[config.mk]
export PLATFORM = sky130hd
export DESIGN_NAME = flash_burst_reader
export DESIGN_NICKNAME = d
export VERILOG_FILES = /design/src/rtl/flash_pkg.sv /design/src/rtl/flash_wait_timer.sv /design/src/rtl/flash_burst_reader.sv
export SDC_FILE = /design/constraint.sdc
export NUM_CORES = 1
export LEC_CHECK = 0
export BUFFER_PORTS_ARGS = -buffer_cell sky130_fd_sc_hd__buf_2
export CORE_MARGIN = 2
export CORE_UTILIZATION = 50
export DETAILED_ROUTE_END_ITERATION = 10
export PLACE_DENSITY = 0.75
export SYNTH_ARGS = -nofsm -noshare
export SYNTH_HDL_FRONTEND = slang
export SYNTH_HIERARCHICAL = 1
export SYNTH_SLANG_ARGS = --single-unit
[constraint.sdc]
create_clock -name clk -period 2 [get_ports clk]
set_input_delay 0.4 -clock clk [delete_from_list [all_inputs] [get_ports clk]]
set_output_delay 0.4 -clock clk [all_outputs]
set_load 0.02 [all_outputs]
[src/rtl/flash_pkg.sv]
// Shared types and default timing for the parallel-flash burst reader.
// Latency: n/a (declarations only).
// Backpressure: n/a.
package flash_pkg;

    typedef enum logic [1:0] {
        IDLE = 2'd0,
        WAIT = 2'd1,
        HOLD = 2'd2
    } state_t;

    localparam int DEF_WIDTH     = 16;
    localparam int DEF_ROM_ADDR  = 23;
    localparam int DEF_PAGE_SIZE = 3;
    localparam int DEF_P_MISS    = 4;
    localparam int DEF_P_HIT     = 2;
    localparam int DEF_LEN_BITS  = 4;

endpackage

[src/rtl/flash_wait_timer.sv]
// Access-time counter: restarts at 0 on start, counts while en, flags the last wait cycle.
// Latency: done is combinational from the count, asserted when count == top-1.
// Backpressure: none; the owner decides when to start and enable it.
module flash_wait_timer
    import flash_pkg::*;
#(
    parameter int P_MISS = DEF_P_MISS,
    localparam int CW    = $clog2(P_MISS + 1)
) (
    input  logic          clk,
    input  logic          reset,
    input  logic          start,
    input  logic          en,
    input  logic [CW-1:0] top,
    output logic          done
);

    logic [CW-1:0] count;

    // Count cycles spent waiting on the flash; start always wins and zeroes the count.
    always_ff @(posedge clk or posedge reset) begin
        if (reset) begin
            count <= '0;
        end else if (start) begin
            count <= '0;
        end else if (en) begin
            count <= count + CW'(1);
        end
    end

    assign done = (count == (top - CW'(1)));

endmodule

[src/rtl/flash_burst_reader.sv]
// Burst reader for an asynchronous page-mode NOR flash: one word per WAIT/HOLD round trip.
// Latency: P_MISS cycles for a page miss, P_HIT for a page hit, from address update to out_valid.
// Backpressure: a word is held stable in HOLD until out_ready; requests only taken in IDLE.
module flash_burst_reader
    import flash_pkg::*;
#(
    parameter int WIDTH     = DEF_WIDTH,
    parameter int ROM_ADDR  = DEF_ROM_ADDR,
    parameter int PAGE_SIZE = DEF_PAGE_SIZE,
    parameter int P_MISS    = DEF_P_MISS,
    parameter int P_HIT     = DEF_P_HIT,
    parameter int LEN_BITS  = DEF_LEN_BITS
) (
    input  logic                clk,
    input  logic                reset,
    input  logic                req_valid,
    output logic                req_ready,
    input  logic [ROM_ADDR-1:0] req_addr,
    input  logic [LEN_BITS-1:0] req_len,
    output logic                out_valid,
    input  logic                out_ready,
    output logic [WIDTH-1:0]    out_data,
    output logic                out_last,
    output logic                busy,
    input  logic [WIDTH-2:0]    SF_D,
    input  logic                SF_D0,
    output logic [ROM_ADDR:0]   SF_A,
    output logic                SF_CE0,
    output logic                SF_OE,
    output logic                SF_WE,
    output logic                SF_BYTE
);

    localparam int CW = $clog2(P_MISS + 1);
    localparam int PW = ROM_ADDR - PAGE_SIZE;

    state_t              state;
    logic [ROM_ADDR-1:0] cur_addr;
    logic [LEN_BITS-1:0] remain;
    logic [CW-1:0]       top;
    logic [PW-1:0]       page;
    logic                page_valid;

    logic                accept;
    logic                advance;
    logic                start;
    logic                done;
    logic [ROM_ADDR-1:0] next_addr;
    logic [PW-1:0]       next_page;
    logic                hit;
    logic [CW-1:0]       next_top;

    // Chip is permanently selected and read-only in 16-bit mode.
    assign SF_CE0  = 1'b0;
    assign SF_OE   = 1'b0;
    assign SF_WE   = 1'b1;
    assign SF_BYTE = 1'b1;
    assign SF_A    = {cur_addr, 1'b0};

    assign req_ready = (state == IDLE);
    assign busy      = (state != IDLE);

    // Address about to be presented and whether it stays in the open page.
    always_comb begin
        accept    = (state == IDLE) && req_valid;
        advance   = (state == HOLD) && out_ready && (remain != '0);
        start     = accept || advance;
        next_addr = accept ? req_addr : (cur_addr + ROM_ADDR'(1));
        next_page = next_addr[ROM_ADDR-1:PAGE_SIZE];
        hit       = page_valid && (next_page == page);
        next_top  = hit ? CW'(P_HIT) : CW'(P_MISS);
    end

    flash_wait_timer #(
        .P_MISS (P_MISS)
    ) u_timer (
        .clk   (clk),
        .reset (reset),
        .start (start),
        .en    (state == WAIT),
        .top   (top),
        .done  (done)
    );

    // Burst sequencer: latch request, wait out the access time, hold the word until taken.
    always_ff @(posedge clk or posedge reset) begin
        if (reset) begin
            state      <= IDLE;
            cur_addr   <= '0;
            remain     <= '0;
            top        <= '0;
            page       <= '0;
            page_valid <= 1'b0;
            out_valid  <= 1'b0;
            out_last   <= 1'b0;
            out_data   <= '0;
        end else begin
            case (state)
                IDLE: begin
                    if (req_valid) begin
                        cur_addr   <= next_addr;
                        remain     <= req_len;
                        top        <= next_top;
                        page       <= next_page;
                        page_valid <= 1'b1;
                        state      <= WAIT;
                    end
                end
                WAIT: begin
                    if (done) begin
                        out_data  <= {SF_D, SF_D0};
                        out_valid <= 1'b1;
                        out_last  <= (remain == '0);
                        state     <= HOLD;
                    end
                end
                HOLD: begin
                    if (out_ready) begin
                        out_valid <= 1'b0;
                        out_last  <= 1'b0;
                        if (remain == '0) begin
                            state <= IDLE;
                        end else begin
                            cur_addr   <= next_addr;
                            remain     <= remain - LEN_BITS'(1);
                            top        <= next_top;
                            page       <= next_page;
                            page_valid <= 1'b1;
                            state      <= WAIT;
                        end
                    end
                end
                default: state <= IDLE;
            endcase
        end
    end

endmodule

==> report_table.html, run 1 <==
<table>
<tr><th>Metric</th><th>Value</th></tr>
<tr><th colspan="2">Status</th></tr>
<tr><td>Outcome</td><td>finished clean</td></tr>
<tr><th colspan="2">Synthesis</th></tr>
<tr><td>Async set-or-reset flop fraction in the synthesized netlist</td><td>1.00</td></tr>
<tr><td>Xor and xnor fraction of the mapped netlist area</td><td>0.128</td></tr>
<tr><td>Top area cells in the synthesized netlist</td><td>sky130_fd_sc_hd__dfrtp_1 44%, sky130_fd_sc_hd__mux2_2 6.4%, sky130_fd_sc_hd__xnor2_1 6.2%, sky130_fd_sc_hd__xor2_1 5.9%, sky130_fd_sc_hd__nand2_1 4.3%</td></tr>
<tr><td>Top_reg_cell synth</td><td>sky130_fd_sc_hd__dfrtp_1</td></tr>
<tr><td>Cell type with the largest total area after synthesis</td><td>sky130_fd_sc_hd__dfrtp_1</td></tr>
<tr><td>Most instantiated library cell after synthesis</td><td>sky130_fd_sc_hd__dfrtp_1</td></tr>
<tr><td>Main combinational cell family by area after synthesis</td><td>simple AND/OR/NAND/NOR gates</td></tr>
<tr><td>Post-Syn Instances</td><td>296</td></tr>
<tr><td>Syn. warnings</td><td>6</td></tr>
<tr><td>Multiplexer fraction of the synthesized cell area</td><td>0.0708</td></tr>
<tr><td>Synth top area share</td><td>0.444</td></tr>
<tr><td>Syn Area/Cell</td><td>10.1 µm²</td></tr>
<tr><td>Simple-gate area share of the yosys netlist</td><td>0.197</td></tr>
<tr><td>Area fraction in compound gates after synthesis</td><td>0.0934</td></tr>
<tr><td>Area of the mapped netlist</td><td>2990 µm²</td></tr>
<tr><td>Number of synthesized flops with an enable pin</td><td>0</td></tr>
<tr><td>Synthesized flop and latch total</td><td>53</td></tr>
<tr><td>Sequential-to-total area share from yosys stat</td><td>0.444</td></tr>
<tr><td>Top post-synthesis cells by count</td><td>53 x sky130_fd_sc_hd__dfrtp_1, 34 x sky130_fd_sc_hd__nand2_1, 21 x sky130_fd_sc_hd__xnor2_1</td></tr>
<tr><td>Adder-cell share of the synthesized area</td><td>0.0168</td></tr>
<tr><td>Number of distinct library cells after synthesis</td><td>51</td></tr>
<tr><th colspan="2">Detailed routing</th></tr>
<tr><td>Drt total wl</td><td>6950 µm</td></tr>
<tr><td>Number of routed nets with antenna violations</td><td>0</td></tr>
<tr><td>Number of DRC violations after detailed-routing iteration 0</td><td>200</td></tr>
<tr><td>Pre-Repair DR Iteration Count</td><td>4</td></tr>
<tr><td>DRC violations left</td><td>0</td></tr>
<tr><td>Total number of vias</td><td>2,566</td></tr>
<tr><td>Via/cell ratio</td><td>5.37</td></tr>
<tr><td>Average wire per cell in the routed design</td><td>14.5 µm</td></tr>
<tr><th colspan="2">Run</th></tr>
<tr><td>Max Cap Viol</td><td>0</td></tr>
<tr><th colspan="2">Critical path</th></tr>
<tr><td>Setup crit end kind</td><td>flip-flop</td></tr>
<tr><td>Crit Path Class</td><td>reg -&gt; reg</td></tr>
<tr><td>Maximum fanout along the worst path</td><td>4</td></tr>
<tr><td>Required time worst endpoint</td><td>2.23 ns</td></tr>
<tr><td>Chain of cells forming the critical path</td><td>inv_1 &gt; ha_2 &gt; nor3b_4 &gt; buf_4 &gt; nor3_4 &gt; nand2_2 &gt; or4_1 &gt; a31oi_1</td></tr>
<tr><td>Stage delay of the slowest cell on the critical path</td><td>0.40 ns</td></tr>
<tr><td>Worst EP arrival</td><td>2.12 ns</td></tr>
<tr><td>Nature of the critical path startpoint</td><td>flip-flop</td></tr>
<tr><td>Cell with the largest stage delay on the worst path</td><td>sky130_fd_sc_hd__or4_1</td></tr>
<tr><th colspan="2">STA</th></tr>
<tr><td>Final-layout worst hold slack</td><td>0.307 ns</td></tr>
<tr><td>Final setup violation count</td><td>0</td></tr>
<tr><td>Final count of hold timing violations</td><td>0</td></tr>
<tr><td>Transition time at the pin with the least slew margin</td><td>0.534 ns</td></tr>
<tr><td>Setup slack of the critical path after layout</td><td>0.105 ns</td></tr>
<tr><td>Peak Freq</td><td>528 MHz</td></tr>
<tr><td>Max-slew headroom</td><td>0.643</td></tr>
<tr><td>Max Clock Skew</td><td>0.00644 ns</td></tr>
<tr><td>Final worst path period need</td><td>1.89 ns</td></tr>
<tr><td>Crit share post-route</td><td>0.947</td></tr>
<tr><td>Final max-slew violation count</td><td>0</td></tr>
<tr><th colspan="2">Clock network</th></tr>
<tr><td>Clock tree from TritonCTS</td><td>yes</td></tr>
<tr><td>Clock latency of the later-clocked register in the worst-skew pair</td><td>0.31 ns</td></tr>
<tr><td>Clock edge transition at the registers on the reported setup and hold paths</td><td>0.10 ns</td></tr>
<tr><td>Buffer cell driving the clock tree root</td><td>sky130_fd_sc_hd__clkbuf_8</td></tr>
<tr><td>Number of H-tree levels</td><td>2</td></tr>
<tr><td>Clock Tree Buf Depth</td><td>2</td></tr>
<tr><td>Total number of clock tree sinks</td><td>53</td></tr>
<tr><td>TritonCTS Buffers</td><td>5</td></tr>
<tr><th colspan="2">Final layout</th></tr>
<tr><td>Count of inserted antenna diode cells</td><td>0</td></tr>
<tr><td>Fraction of layout instances using a drive strength above 1</td><td>0.370</td></tr>
<tr><td>Final layout net count</td><td>453</td></tr>
<tr><td>Fill cell total of the finished layout</td><td>504</td></tr>
<tr><td>Synth-to-layout area growth</td><td>24.7%</td></tr>
<tr><th colspan="2">Die</th></tr>
<tr><td>Width of the die</td><td>81.3 µm</td></tr>
<tr><td># rows</td><td>28</td></tr>
<tr><td>Effective utilization at floorplan</td><td>0.511</td></tr>
<tr><td>Die height</td><td>81.3 µm</td></tr>
<tr><td>Top-level port count</td><td>95</td></tr>
<tr><td>Die Footprint</td><td>6610 µm²</td></tr>
<tr><td>Core Box Area</td><td>5850 µm²</td></tr>
<tr><th colspan="2">Global routing</th></tr>
<tr><td>Maximum number of pins on one net before global-route repair</td><td>27</td></tr>
<tr><td>Global routing usage summed across all routing layers</td><td>0.216</td></tr>
<tr><td>Global-route wire length before repair</td><td>11,000 µm</td></tr>
<tr><td>Initial antenna violation count</td><td>0</td></tr>
<tr><td>Leftover overflow at the end of global routing</td><td>0</td></tr>
<tr><td>Number of global-route vias before repair</td><td>2,394</td></tr>
<tr><th colspan="2">Pwr</th></tr>
<tr><td>Power per cell area</td><td>1520 nW/µm²</td></tr>
<tr><td>Total power</td><td>5680 µW</td></tr>
<tr><td>Maximum vdd drop</td><td>0.000855 V</td></tr>
<tr><td>Lkg Pwr</td><td>0.00175 µW</td></tr>
<tr><th colspan="2">Placement</th></tr>
<tr><td>Buffers added on ports</td><td>89</td></tr>
<tr><td>Setup Slack @ Placement</td><td>0.0752 ns</td></tr>
<tr><td>Placer's final routability congestion estimate</td><td>0.888</td></tr>
<tr><td>Placed wire-length estimate</td><td>5240 µm</td></tr>
<tr><th colspan="2">Hold path</th></tr>
<tr><td>Type of the most critical hold path</td><td>in -&gt; reg</td></tr>
</table>
[layout by cell type, fill, tap and decap left out, types with 2 or more instances in the layout]
cell                       Yosys  layout
sky130_fd_sc_hd__buf_2         3      89
sky130_fd_sc_hd__mux2_2       17      17
sky130_fd_sc_hd__nand2_1      34      34
sky130_fd_sc_hd__nor3_1        2       2
sky130_fd_sc_hd__dfrtp_1      53      53
sky130_fd_sc_hd__inv_1        13      12
sky130_fd_sc_hd__nor4_1        2       2
sky130_fd_sc_hd__clkbuf_8      0       5
sky130_fd_sc_hd__a21oi_1       7       7
sky130_fd_sc_hd__buf_4         7      21
sky130_fd_sc_hd__conb_1        2       7
sky130_fd_sc_hd__ha_1          4       3
sky130_fd_sc_hd__and4_1        5       5
sky130_fd_sc_hd__nand4_1      11      11
sky130_fd_sc_hd__mux2i_1       2       2
sky130_fd_sc_hd__o22ai_1       2       2
sky130_fd_sc_hd__and3_1        5       5
sky130_fd_sc_hd__o21ai_1       7       8
sky130_fd_sc_hd__a31oi_1       2       2
sky130_fd_sc_hd__xor2_1       20      20
sky130_fd_sc_hd__nand3_1       8       8
sky130_fd_sc_hd__xnor2_1      21      21
sky130_fd_sc_hd__nor3_4        2       2
sky130_fd_sc_hd__nor2_1       10      10
sky130_fd_sc_hd__o21ai_0      20      19
sky130_fd_sc_hd__and2_1        3       3
sky130_fd_sc_hd__nor2_4        1       2
sky130_fd_sc_hd__a211oi_1      3       3
[registers in the layout, indices dropped and copies added, names as in the netlist]
name / flops
cur_addr: 23
out_data: 16
out_last: 1
out_valid: 1
page_valid: 1
remain: 4
state: 2
top: 2
u_timer/count: 3
[routing by layer]
| metal | vias to the layer above | routed length [µm] | global-route usage |
|---|---|---|---|
| li1 | 1227 | - | - |
| met1 | 1248 | 3060 | 0.292 |
| met3 | 15 | 270 | 0.0256 |
| met4 | 0 | 133 | 0.0695 |
| met2 | 76 | 3490 | 0.361 |
| met5 | - | 0 | 0 |
[worst max-delay path: cells and delay by family (launching register included)]
kind,cells,cell delay [ns]
simple gates,4,0.82
compound gates,1,0.19
flops,1,0.38
buf+inv,2,0.24
fa+ha+maj,1,0.20
[cells by family (layout without fill, tap and decap cells)]
family	count (synthesis)	in the layout
muxes	19	19
and+or+nand+nor	98	98
xor gates and xnor gates	42	42
buffers and inverters	30	132
other	2	7
adders and majority gates	4	4
DFF	53	53
AOI/OAI and AO/OA	48	48
[layout make-up]
cell class	instances	area, µm²	area share
inverters	13	48.8	0.0131
clock buffers	5	68.8	0.0185
clock inverters	3	25.0	0.00672
multi-input cells	218	1550	0.416
repair buffers	111	613	0.165
well taps	75	93.8	0.0252
flip-flops and latches	53	1330	0.356
[worst paths after layout]
kind | from | end | slack, ns | cells past startpoint
max | remain[0]$_DFFE_PP0P_ | cur_addr[13]$_DFFE_PP0P_ | 0.11 | 8
min | req_addr[0] | cur_addr[0]$_DFFE_PP0P_ | 0.31 | 3
max reg2reg | remain[0]$_DFFE_PP0P_ | cur_addr[13]$_DFFE_PP0P_ | 0.11 | 8
min reg2reg | page_valid$_DFFE_PP0P_ | page_valid$_DFFE_PP0P_ | 0.47 | 2
max in group asynchronous | reset | cur_addr[22]$_DFFE_PP0P_ | 0.71 | 4
min in group asynchronous | reset | u_timer/count[1]$_DFFE_PP0P_ | 0.50 | 3
[stage by stage]
| stage | util | instances | cell area (µm²) | setup TNS (ns) |
|---|---|---|---|---|
| global placement | 0.608 | 461 | 3550 | 0 |
| detailed placement | 0.608 | 461 | 3550 | 0 |
| finish | 0.637 | 478 | 3730 | 0 |
| floorplan | - | 301 | 3010 | 0 |
| global route | 0.637 | 478 | 3730 | -0.0247 |
| CTS | 0.625 | 470 | 3660 | 0 |
[report_power, final]
group          total [µW]  switching [µW]  leakage (µW)  internal, µW
clock                 642             388     0.0000447           254
sequential           2130             542      0.000640          1590
combinational        2910            1620       0.00107          1280
[what timing repair did]
action / in CTS / in global routing
resized for setup: 0 / 3
setup buffers: 0 / 8
hold buffers: 1 / 0
endpoints found under the hold margin: 3 / 0
endpoints found under the setup margin: 0 / 12
(Power assumes the default switching activity.)
==> run 2: changes to the inputs <==
--- a/config.mk
+++ b/config.mk
@@ -9,8 +9,7 @@
 export CORE_MARGIN = 2
 export CORE_UTILIZATION = 50
 export DETAILED_ROUTE_END_ITERATION = 10
-export PLACE_DENSITY = 0.75
+export PLACE_DENSITY = 0.74
 export SYNTH_ARGS = -nofsm -noshare
 export SYNTH_HDL_FRONTEND = slang
-export SYNTH_HIERARCHICAL = 1
 export SYNTH_SLANG_ARGS = --single-unit
==> run 2 against run 1 <==
Sequential cell count did not move. Power up 20%. Synthesized cell count is 17% higher. Largest power group unchanged. Clock skew increased by 0.00092 ns. Largest cell class unchanged. Via count is 25% higher. Worst hold slack got worse by 0.031 ns.
==> report_table.html, run 2 <==
<table>
<tr><th>Metric</th><th>Value</th></tr>
<tr><th colspan="2">Status</th></tr>
<tr><td>Outcome</td><td>finished clean</td></tr>
<tr><th colspan="2">Detailed routing</th></tr>
<tr><td>DRC violations left</td><td>0 (unchanged)</td></tr>
<tr><td>Pre-Repair DR Iteration Count</td><td>4 (unchanged)</td></tr>
<tr><td>Average wire per cell in the routed design</td><td>16.6 µm (+14%)</td></tr>
<tr><td>Routed wire length on met3</td><td>676 µm (+150%)</td></tr>
<tr><td>Met1 layer wirelength in the final routing</td><td>3830 µm (+25%)</td></tr>
<tr><td>Uppermost signal routing layer after detailed routing</td><td>met4</td></tr>
<tr><td>Via/cell ratio</td><td>5.95 (+11%)</td></tr>
<tr><td>Total number of vias</td><td>3,202 (+25%)</td></tr>
<tr><td>Met2 wire length</td><td>4280 µm (+23%)</td></tr>
<tr><td>Number of routed nets with antenna violations</td><td>0 (unchanged)</td></tr>
<tr><td>Drt total wl</td><td>8950 µm (+29%)</td></tr>
<tr><td>Number of DRC violations after detailed-routing iteration 0</td><td>196 (-2.0%)</td></tr>
<tr><th colspan="2">Clock network</th></tr>
<tr><td>Clock latency of the later-clocked register in the worst-skew pair</td><td>0.31 ns (about the same)</td></tr>
<tr><td>TritonCTS Buffers</td><td>5 (unchanged)</td></tr>
<tr><td>Clock edge transition at the registers on the reported setup and hold paths</td><td>0.10 ns (about the same)</td></tr>
<tr><td>Clock tree from TritonCTS</td><td>yes</td></tr>
<tr><td>Number of H-tree levels</td><td>2 (unchanged)</td></tr>
<tr><td>Clock Tree Buf Depth</td><td>2 (unchanged)</td></tr>
<tr><td>Total number of clock tree sinks</td><td>53 (unchanged)</td></tr>
<tr><td>Buffer cell driving the clock tree root</td><td>sky130_fd_sc_hd__clkbuf_8</td></tr>
<tr><th colspan="2">Synthesis</th></tr>
<tr><td>Top area cells in the synthesized netlist</td><td>sky130_fd_sc_hd__dfrtp_1 42%, sky130_fd_sc_hd__mux2_2 5.7%, sky130_fd_sc_hd__a21oi_1 5.2%, sky130_fd_sc_hd__nor2_1 3.4%, sky130_fd_sc_hd__xnor2_1 3.3%</td></tr>
<tr><td>Number of synthesized flops with an enable pin</td><td>0 (unchanged)</td></tr>
<tr><td>Most instantiated library cell after synthesis</td><td>sky130_fd_sc_hd__dfrtp_1</td></tr>
<tr><td>Area of the mapped netlist</td><td>3160 µm² (+5.7%)</td></tr>
<tr><td>Sequential-to-total area share from yosys stat</td><td>0.420 (-0.0241)</td></tr>
<tr><td>Async set-or-reset flop fraction in the synthesized netlist</td><td>1.00 (unchanged)</td></tr>
<tr><td>Syn Area/Cell</td><td>9.13 µm² (-9.5%)</td></tr>
<tr><td>Top post-synthesis cells by count</td><td>53 x sky130_fd_sc_hd__dfrtp_1, 33 x sky130_fd_sc_hd__a21oi_1, 29 x sky130_fd_sc_hd__nor2_1</td></tr>
<tr><td>Syn. warnings</td><td>0 (-6)</td></tr>
<tr><td>Synthesized flop and latch total</td><td>53 (unchanged)</td></tr>
<tr><td>Synth top area share</td><td>0.420 (-0.0241)</td></tr>
<tr><td>Number of distinct library cells after synthesis</td><td>56 (+9.8%)</td></tr>
<tr><td>Post-Syn Instances</td><td>346 (+17%)</td></tr>
<tr><td>Cell type with the largest total area after synthesis</td><td>sky130_fd_sc_hd__dfrtp_1</td></tr>
<tr><td>Top_reg_cell synth</td><td>sky130_fd_sc_hd__dfrtp_1</td></tr>
<tr><th colspan="2">Die</th></tr>
<tr><td>Die height</td><td>83.5 µm (+2.7%)</td></tr>
<tr><td># rows</td><td>28 (unchanged)</td></tr>
<tr><td>Core Box Area</td><td>6030 µm² (+3.0%)</td></tr>
<tr><td>Width of the die</td><td>83.5 µm (+2.7%)</td></tr>
<tr><td>Effective utilization at floorplan</td><td>0.524 (+0.0136)</td></tr>
<tr><td>Die Footprint</td><td>6970 µm² (+5.5%)</td></tr>
<tr><td>Top-level port count</td><td>95 (unchanged)</td></tr>
<tr><th colspan="2">Global routing</th></tr>
<tr><td>Number of global-route vias before repair</td><td>3,044 (+27%)</td></tr>
<tr><td>Leftover overflow at the end of global routing</td><td>0 (unchanged)</td></tr>
<tr><td>Global routing usage summed across all routing layers</td><td>0.256 (+0.0402)</td></tr>
<tr><td>Maximum number of pins on one net before global-route repair</td><td>50 (+85%)</td></tr>
<tr><td>Initial antenna violation count</td><td>0 (unchanged)</td></tr>
<tr><td>Global-route wire length before repair</td><td>14,500 µm (+31%)</td></tr>
<tr><th colspan="2">Critical path</th></tr>
<tr><td>Worst EP arrival</td><td>2.15 ns (+0.03 ns)</td></tr>
<tr><td>Setup crit end kind</td><td>flip-flop</td></tr>
<tr><td>RR Startpoint</td><td>cur_addr[1]$_DFFE_PP0P_</td></tr>
<tr><td>Capturing point of the worst reg2reg path</td><td>top[1]$_DFFE_PP0P_</td></tr>
<tr><td>Maximum fanout along the worst path</td><td>6 (+2)</td></tr>
<tr><td>Worst reg-to-reg setup slack</td><td>0.06 ns (-0.04 ns)</td></tr>
<tr><td>Nature of the critical path startpoint</td><td>flip-flop</td></tr>
<tr><td>Crit Path Class</td><td>reg -&gt; reg</td></tr>
<tr><td>Required time worst endpoint</td><td>2.21 ns (-0.02 ns)</td></tr>
<tr><td>Critical path startpoint</td><td>cur_addr[1]$_DFFE_PP0P_</td></tr>
<tr><td>Depth of the worst register-to-register path</td><td>6 (-2)</td></tr>
<tr><th colspan="2">STA</th></tr>
<tr><td>Setup slack of the critical path after layout</td><td>0.0616 ns (-0.0435 ns)</td></tr>
<tr><td>Final-layout worst hold slack</td><td>0.275 ns (-0.0312 ns)</td></tr>
<tr><td>Final count of hold timing violations</td><td>0 (unchanged)</td></tr>
<tr><td>Final setup violation count</td><td>0 (unchanged)</td></tr>
<tr><td>Summed negative setup slack over all endpoints</td><td>0 ns (unchanged)</td></tr>
<tr><td>Crit share post-route</td><td>0.969 (+0.0217)</td></tr>
<tr><td>Final worst path period need</td><td>1.94 ns (+0.0435 ns)</td></tr>
<tr><td>Max Clock Skew</td><td>0.00736 ns (+0.000920 ns)</td></tr>
<tr><td>Peak Freq</td><td>516 MHz (-2.2%)</td></tr>
<tr><td>Setup repair after global routing missed its margin</td><td>false</td></tr>
<tr><td>Final max-slew violation count</td><td>0 (unchanged)</td></tr>
<tr><th colspan="2">Final layout</th></tr>
<tr><td>Final layout net count</td><td>512 (+13%)</td></tr>
<tr><td>Final cell count without fillers</td><td>538 (+13%)</td></tr>
<tr><td>Count of inserted antenna diode cells</td><td>0 (unchanged)</td></tr>
<tr><td>Top library cells by usage in the layout, fill and taps aside</td><td>89 x sky130_fd_sc_hd__buf_2, 44 x sky130_fd_sc_hd__buf_4, 43 x sky130_fd_sc_hd__dfrtp_1</td></tr>
<tr><td>Flip-flop count of the largest register after layout</td><td>23 (unchanged)</td></tr>
<tr><td>Fraction of layout instances using a drive strength above 1</td><td>0.408 (+0.0385)</td></tr>
<tr><td>Biggest register</td><td>cur_addr</td></tr>
<tr><td>Most frequent standard cell in the layout excluding fill and tap cells</td><td>sky130_fd_sc_hd__buf_2</td></tr>
<tr><td>Top flop regs</td><td>cur_addr: 23 flops, out_data: 16 flops, remain: 4 flops</td></tr>
<tr><td>Synth-to-layout area growth</td><td>32.0%</td></tr>
<tr><th colspan="2">Hold path</th></tr>
<tr><td>Type of the most critical hold path</td><td>in -&gt; reg</td></tr>
<tr><td>Number of cells traversed by the worst hold path</td><td>3 (unchanged)</td></tr>
<tr><td>Beginning of the worst hold path</td><td>req_addr[0]</td></tr>
<tr><td>Sink of the worst hold path</td><td>cur_addr[0]$_DFFE_PP0P_</td></tr>
<tr><th colspan="2">Run</th></tr>
<tr><td>Max Cap Viol</td><td>0 (unchanged)</td></tr>
<tr><th colspan="2">Placement</th></tr>
<tr><td>Buffers added on ports</td><td>89 (unchanged)</td></tr>
<tr><td>Cell count after placement</td><td>527 (+14%)</td></tr>
<tr><td>Placed wire-length estimate</td><td>6600 µm (+26%)</td></tr>
<tr><td>Setup Slack @ Placement</td><td>-0.0456 ns (-0.121 ns)</td></tr>
<tr><td>Placer's final routability congestion estimate</td><td>0.935 (+5.2%)</td></tr>
<tr><th colspan="2">Pwr</th></tr>
<tr><td>Power per cell area</td><td>1640 nW/µm² (+7.5%)</td></tr>
<tr><td>Lkg Pwr</td><td>0.00187 µW (+6.6%)</td></tr>
<tr><td>Total power</td><td>6830 µW (+20%)</td></tr>
<tr><td>Maximum vdd drop</td><td>0.00107 V (+26%)</td></tr>
</table>
-- run 2: how the worst max path moves through the flow --
stage                               endpoint  cells past startpoint  slack, ns
finish                    top[1]$_DFFE_PP0P_                      6       0.06
global placement          top[1]$_DFFE_PP0P_                      7      -0.08
detailed placement  cur_addr[17]$_DFFE_PP0P_                      7      -0.05
floorplan                 top[1]$_DFFE_PP0P_                      6      0.003
global route              top[1]$_DFFE_PP0P_                      6       0.02
CTS                       top[1]$_DFFE_PP0P_                      5     0.0008
-- run 2: power breakdown --
group / internal, µW / leakage, µW / switching [µW]
clock: 373 / 0.0000552 / 370
sequential: 1610 / 0.000607 / 428
combinational: 1750 / 0.00121 / 2300
total: 3730 / 0.00187 / 3100
-- run 2: per-layer routing --
metal | vias up | track usage
li1 | 1480 | -
met1 | 1546 | 0.340
met2 | 161 | 0.416
met3 | 15 | 0.0534
met4 | 0 | 0.0924
met5 | - | 0
-- run 2: metrics by stage --
step                      area (µm²)   util
after global placement          3960  0.658
after floorplan                 3220      -
after CTS                       4110  0.682
after global routing            4170  0.692
final                           4170  0.692
after detailed placement        3960  0.658
-- run 2: cell families after synthesis --
family | Yosys count | synth area share
buffers and inverters | 42 | 0.0642
adders and majority gates | 3 | 0.0119
AOI/OAI and AO/OA | 97 | 0.198
and+or+nand+nor | 111 | 0.185
DFF | 53 | 0.420
other | 2 | 0.00238
xor gates and xnor gates | 19 | 0.0527
muxes | 19 | 0.0665
-- run 2: critical path: stages, from the launching register on --
cell and delay [ns]:
sky130_fd_sc_hd__dfrtp_2 0.41, sky130_fd_sc_hd__ha_4 0.16, sky130_fd_sc_hd__and2_2 0.19, sky130_fd_sc_hd__nand2_4 0.06, sky130_fd_sc_hd__or4_4 0.55, sky130_fd_sc_hd__a31o_1 0.23
sky130_fd_sc_hd__a32o_1 0.25
-- run 2: what timing repair did --
action                                  in CTS  in global routing
pin swaps                                    0                  3
gates resized for setup                      4                  9
endpoints found under the setup margin      10                 25
buffers inserted                             0                  2
cloned                                       0                  0
endpoints found under the hold margin        4                  0
hold buffers                                 1                  0
-- run 2: final cells by class --
| type | instances | area, µm² |
|---|---|---|
| Sequential cell | 53 | 1340 |
| Multi-Input combinational cell | 254 | 1740 |
| Clock inverter | 2 | 35.0 |
| Inverter | 11 | 41.3 |
| Clock buffer | 6 | 72.6 |
| Tap cell | 75 | 93.8 |
| Fill cell | 497 | 1860 |
| Timing Repair Buffer | 137 | 846 |
==> run 3: changes to the inputs <==
--- a/config.mk
+++ b/config.mk
@@ -9,6 +9,7 @@
 export CORE_MARGIN = 2
 export CORE_UTILIZATION = 50
 export DETAILED_ROUTE_END_ITERATION = 10
+export GPL_TIMING_DRIVEN = 0
 export PLACE_DENSITY = 0.74
 export SYNTH_ARGS = -nofsm -noshare
 export SYNTH_HDL_FRONTEND = slang
==> run 3 against run 2 <==
Via count grew 0.16%. Sequential cell count unchanged. First-iteration DRC count is 36% higher.
==> report_table.html, run 3 (synthesis gave the netlist of run 2 again) <==
<table>
<tr><th>Metric</th><th>Value</th></tr>
<tr><th colspan="2">Pwr</th></tr>
<tr><td>Maximum vdd drop</td><td>0.000980 V (-8.7%)</td></tr>
<tr><td>Lkg Pwr</td><td>0.00182 µW (-2.7%)</td></tr>
<tr><td>Logic gate share of total power</td><td>0.575 (-0.018)</td></tr>
<tr><td>Switching portion of total power</td><td>0.461 (+0.00730)</td></tr>
<tr><td>Power share of the sequential group</td><td>0.317 (+0.019)</td></tr>
<tr><td>Switching power of the nets</td><td>3110 µW (+0.46%)</td></tr>
<tr><td>Clock share of power</td><td>0.108 (about the same)</td></tr>
<tr><td>Internal Dissipation</td><td>3640 µW (-2.5%)</td></tr>
<tr><td>Power per cell area</td><td>1640 nW/µm² (+0.25%)</td></tr>
<tr><th colspan="2">Detailed routing</th></tr>
<tr><td>Number of DRC violations after detailed-routing iteration 0</td><td>267 (+36%)</td></tr>
<tr><td>DRC violations left</td><td>0 (unchanged)</td></tr>
<tr><td>Via/cell ratio</td><td>6.01 (+0.91%)</td></tr>
<tr><td>Pre-Repair DR Iteration Count</td><td>6 (+2)</td></tr>
<tr><td>Drt total wl</td><td>9260 µm (+3.4%)</td></tr>
<tr><td>Average wire per cell in the routed design</td><td>17.3 µm (+4.2%)</td></tr>
<tr><td>Number of routed nets with antenna violations</td><td>0 (unchanged)</td></tr>
<tr><td>Total number of vias</td><td>3,207 (+0.16%)</td></tr>
<tr><th colspan="2">STA</th></tr>
<tr><td>Crit share post-route</td><td>0.995 (+0.0261)</td></tr>
<tr><td>Setup slack of the critical path after layout</td><td>0.00933 ns (-0.0522 ns)</td></tr>
<tr><td>Final-layout worst hold slack</td><td>0.116 ns (-0.159 ns)</td></tr>
<tr><td>Setup repair after global routing missed its margin</td><td>true</td></tr>
<tr><td>Final setup violation count</td><td>0 (unchanged)</td></tr>
<tr><td>Transition time at the pin with the least slew margin</td><td>0.529 ns</td></tr>
<tr><td>Peak Freq</td><td>502 MHz (-2.6%)</td></tr>
<tr><td>Final max-slew violation count</td><td>0 (unchanged)</td></tr>
<tr><td>Final count of hold timing violations</td><td>0 (unchanged)</td></tr>
<tr><td>Max Clock Skew</td><td>0.00602 ns (-0.00134 ns)</td></tr>
<tr><td>Max-slew headroom</td><td>0.647</td></tr>
<tr><td>Final worst path period need</td><td>1.99 ns (+0.0522 ns)</td></tr>
<tr><th colspan="2">Global routing</th></tr>
<tr><td>Global-route wire length before repair</td><td>14,700 µm (+1.7%)</td></tr>
<tr><td>Most congested layer reported by global routing</td><td>met2</td></tr>
<tr><td>Leftover overflow at the end of global routing</td><td>0 (unchanged)</td></tr>
<tr><td>Global routing usage summed across all routing layers</td><td>0.260 (+0.00378)</td></tr>
<tr><td>Maximum number of pins on one net before global-route repair</td><td>31 (-38%)</td></tr>
<tr><td>Initial antenna violation count</td><td>0 (unchanged)</td></tr>
<tr><td>Global-route met3 utilization</td><td>0.0574 (+0.00396)</td></tr>
<tr><td>Met1 Track Usage GR</td><td>0.337 (-0.00318)</td></tr>
<tr><td>Met2 routing resource usage after global routing</td><td>0.433 (+0.0176)</td></tr>
<tr><td>Number of global-route vias before repair</td><td>3,067 (+0.76%)</td></tr>
<tr><th colspan="2">Critical path</th></tr>
<tr><td>Worst EP arrival</td><td>2.19 ns (+0.04 ns)</td></tr>
<tr><td>Chain of cells forming the critical path</td><td>and4_4 &gt; nand2_1 &gt; or4_4 &gt; a31o_1 &gt; a32o_1</td></tr>
<tr><td>Nature of the critical path startpoint</td><td>flip-flop</td></tr>
<tr><td>Crit path buffers/inverters</td><td>0 (unchanged)</td></tr>
<tr><td>Required time worst endpoint</td><td>2.20 ns (about the same)</td></tr>
<tr><td>Crit Path Class</td><td>reg -&gt; reg</td></tr>
<tr><td>Stage delay of the slowest cell on the critical path</td><td>0.53 ns (-0.02 ns)</td></tr>
<tr><td>Cell with the largest stage delay on the worst path</td><td>sky130_fd_sc_hd__or4_4</td></tr>
<tr><td>Delay-heaviest family, CP</td><td>simple AND/OR/NAND/NOR gates</td></tr>
<tr><td>Maximum fanout along the worst path</td><td>6 (unchanged)</td></tr>
<tr><td>Setup crit end kind</td><td>flip-flop</td></tr>
<tr><th colspan="2">Die</th></tr>
<tr><td>Effective utilization at floorplan</td><td>0.524 (unchanged)</td></tr>
<tr><td>Top-level port count</td><td>95 (unchanged)</td></tr>
<tr><td>Core Box Area</td><td>6030 µm² (unchanged)</td></tr>
<tr><td>Width of the die</td><td>83.5 µm (unchanged)</td></tr>
<tr><td>Die height</td><td>83.5 µm (unchanged)</td></tr>
<tr><td># rows</td><td>28 (unchanged)</td></tr>
<tr><td>Die Footprint</td><td>6970 µm² (unchanged)</td></tr>
<tr><th colspan="2">Clock network</th></tr>
<tr><td>Clock Tree Buf Depth</td><td>2 (unchanged)</td></tr>
<tr><td>Total number of clock tree sinks</td><td>53 (unchanged)</td></tr>
<tr><td>Clock edge transition at the registers on the reported setup and hold paths</td><td>0.09 ns (about the same)</td></tr>
<tr><td>Number of H-tree levels</td><td>2 (unchanged)</td></tr>
<tr><td>TritonCTS Buffers</td><td>5 (unchanged)</td></tr>
<tr><td>Buffer cell driving the clock tree root</td><td>sky130_fd_sc_hd__clkbuf_8</td></tr>
<tr><td>Clock latency of the later-clocked register in the worst-skew pair</td><td>0.31 ns (about the same)</td></tr>
<tr><td>Clock tree from TritonCTS</td><td>yes</td></tr>
<tr><th colspan="2">Status</th></tr>
<tr><td>Outcome</td><td>finished clean</td></tr>
<tr><th colspan="2">Final layout</th></tr>
<tr><td>Flip-flop count of the largest register after layout</td><td>23 (unchanged)</td></tr>
<tr><td>Final layout net count</td><td>508 (-0.78%)</td></tr>
<tr><td>Synth-to-layout area growth</td><td>30.1%</td></tr>
<tr><td>Most frequent standard cell in the layout excluding fill and tap cells</td><td>sky130_fd_sc_hd__buf_2</td></tr>
<tr><td>Final cell count without fillers</td><td>534 (-0.74%)</td></tr>
<tr><td>Biggest register</td><td>cur_addr</td></tr>
<tr><td>Top library cells by usage in the layout, fill and taps aside</td><td>90 x sky130_fd_sc_hd__buf_2, 40 x sky130_fd_sc_hd__dfrtp_1, 33 x sky130_fd_sc_hd__a21oi_1</td></tr>
<tr><td>Top flop regs</td><td>cur_addr: 23 flops, out_data: 16 flops, remain: 4 flops</td></tr>
<tr><td>Count of inserted antenna diode cells</td><td>0 (unchanged)</td></tr>
<tr><td>Fraction of layout instances using a drive strength above 1</td><td>0.403 (-0.00516)</td></tr>
<tr><th colspan="2">Placement</th></tr>
<tr><td>Placer's final routability congestion estimate</td><td>0.925 (-1.0%)</td></tr>
<tr><td>Buffers added on ports</td><td>89 (unchanged)</td></tr>
<tr><td>Setup Slack @ Placement</td><td>-0.517 ns (-0.471 ns)</td></tr>
<tr><td>Cell count after placement</td><td>514 (-2.5%)</td></tr>
<tr><td>Placed wire-length estimate</td><td>6660 µm (+0.93%)</td></tr>
<tr><th colspan="2">Run</th></tr>
<tr><td>Max Cap Viol</td><td>0 (unchanged)</td></tr>
<tr><th colspan="2">Hold path</th></tr>
<tr><td>Type of the most critical hold path</td><td>in -&gt; async</td></tr>
</table>
[run 3: cell count changes in the layout (fill, tap and decap cells not counted), sizes merged]
cell and delta:
buf -15, clkbuf +12, dlygate4sd3 -1
[run 3: worst paths after layout]
path | from | endpoint | slack (ns) | cells after the start
setup reg to reg | cur_addr[15]$_DFFE_PP0P_ | top[1]$_DFFE_PP0P_ | 0.009 | 5
hold reg to reg | out_valid$_DFFE_PP0P_ | out_valid$_DFFE_PP0P_ | 0.50 | 2
max in group asynchronous | reset | cur_addr[1]$_DFFE_PP0P_ | 1.32 | 3
setup / recovery | cur_addr[15]$_DFFE_PP0P_ | top[1]$_DFFE_PP0P_ | 0.009 | 5
min in group clk | req_addr[0] | cur_addr[0]$_DFFE_PP0P_ | 0.28 | 3
hold / removal | reset | out_data[1]$_DFFE_PP0P_ | 0.12 | 2
[run 3: per-stage QoR]
stage                     setup TNS (ns)  total power [µW]  utilization  cell area (µm²)
after floorplan                        0              4540            -             3220
after global placement            -34.25              5560        0.623             3750
after detailed placement          -13.04              5650        0.626             3770
after CTS                       -0.00751              6590        0.667             4020
after global routing             -0.0854              7190        0.682             4110
final                                  0              6760        0.682             4110
[run 3: what timing repair did]
action | in CTS | in global routing
gates resized for setup | 25 | 19
endpoints found under the setup margin | 34 | 37
pin swaps | 5 | 6
hold buffers | 0 | 0
setup buffers | 7 | 8
gates cloned | 0 | 1
[run 3: cell type report]
cell class | count | area (µm²)
fillers | 522 | 1910
multi-input cells | 254 | 1730
flip-flops and latches | 53 | 1340
repair buffers | 106 | 586
plain buffers | 27 | 206
well taps | 75 | 93.8
clock buffers | 6 | 72.6
inverters | 11 | 41.3
clock inverters | 2 | 35.0
[run 3: power groups by stage]
stage               combinational (µW)  clock [µW]  sequential, µW
floorplan                         1980           0            2560
global placement                  3480           0            2080
detailed placement                3540           0            2110
CTS                               3720         743            2120
global route                      4180         780            2230
finish                            3880         730            2140
[run 3: worst reg2reg max path, delay by kind of cell, from the launching register on]
family          cells  cell delay (ns)
simple gates        3             0.93
compound gates      2             0.51
flops               1             0.45
[run 3: per-layer routing]
layer | part of all wire | vias up
li1 | - | 1470
met1 | 0.41 | 1501
met2 | 0.46 | 200
met3 | 0.098 | 36
met4 | 0.032 | 0
met5 | 0 | -
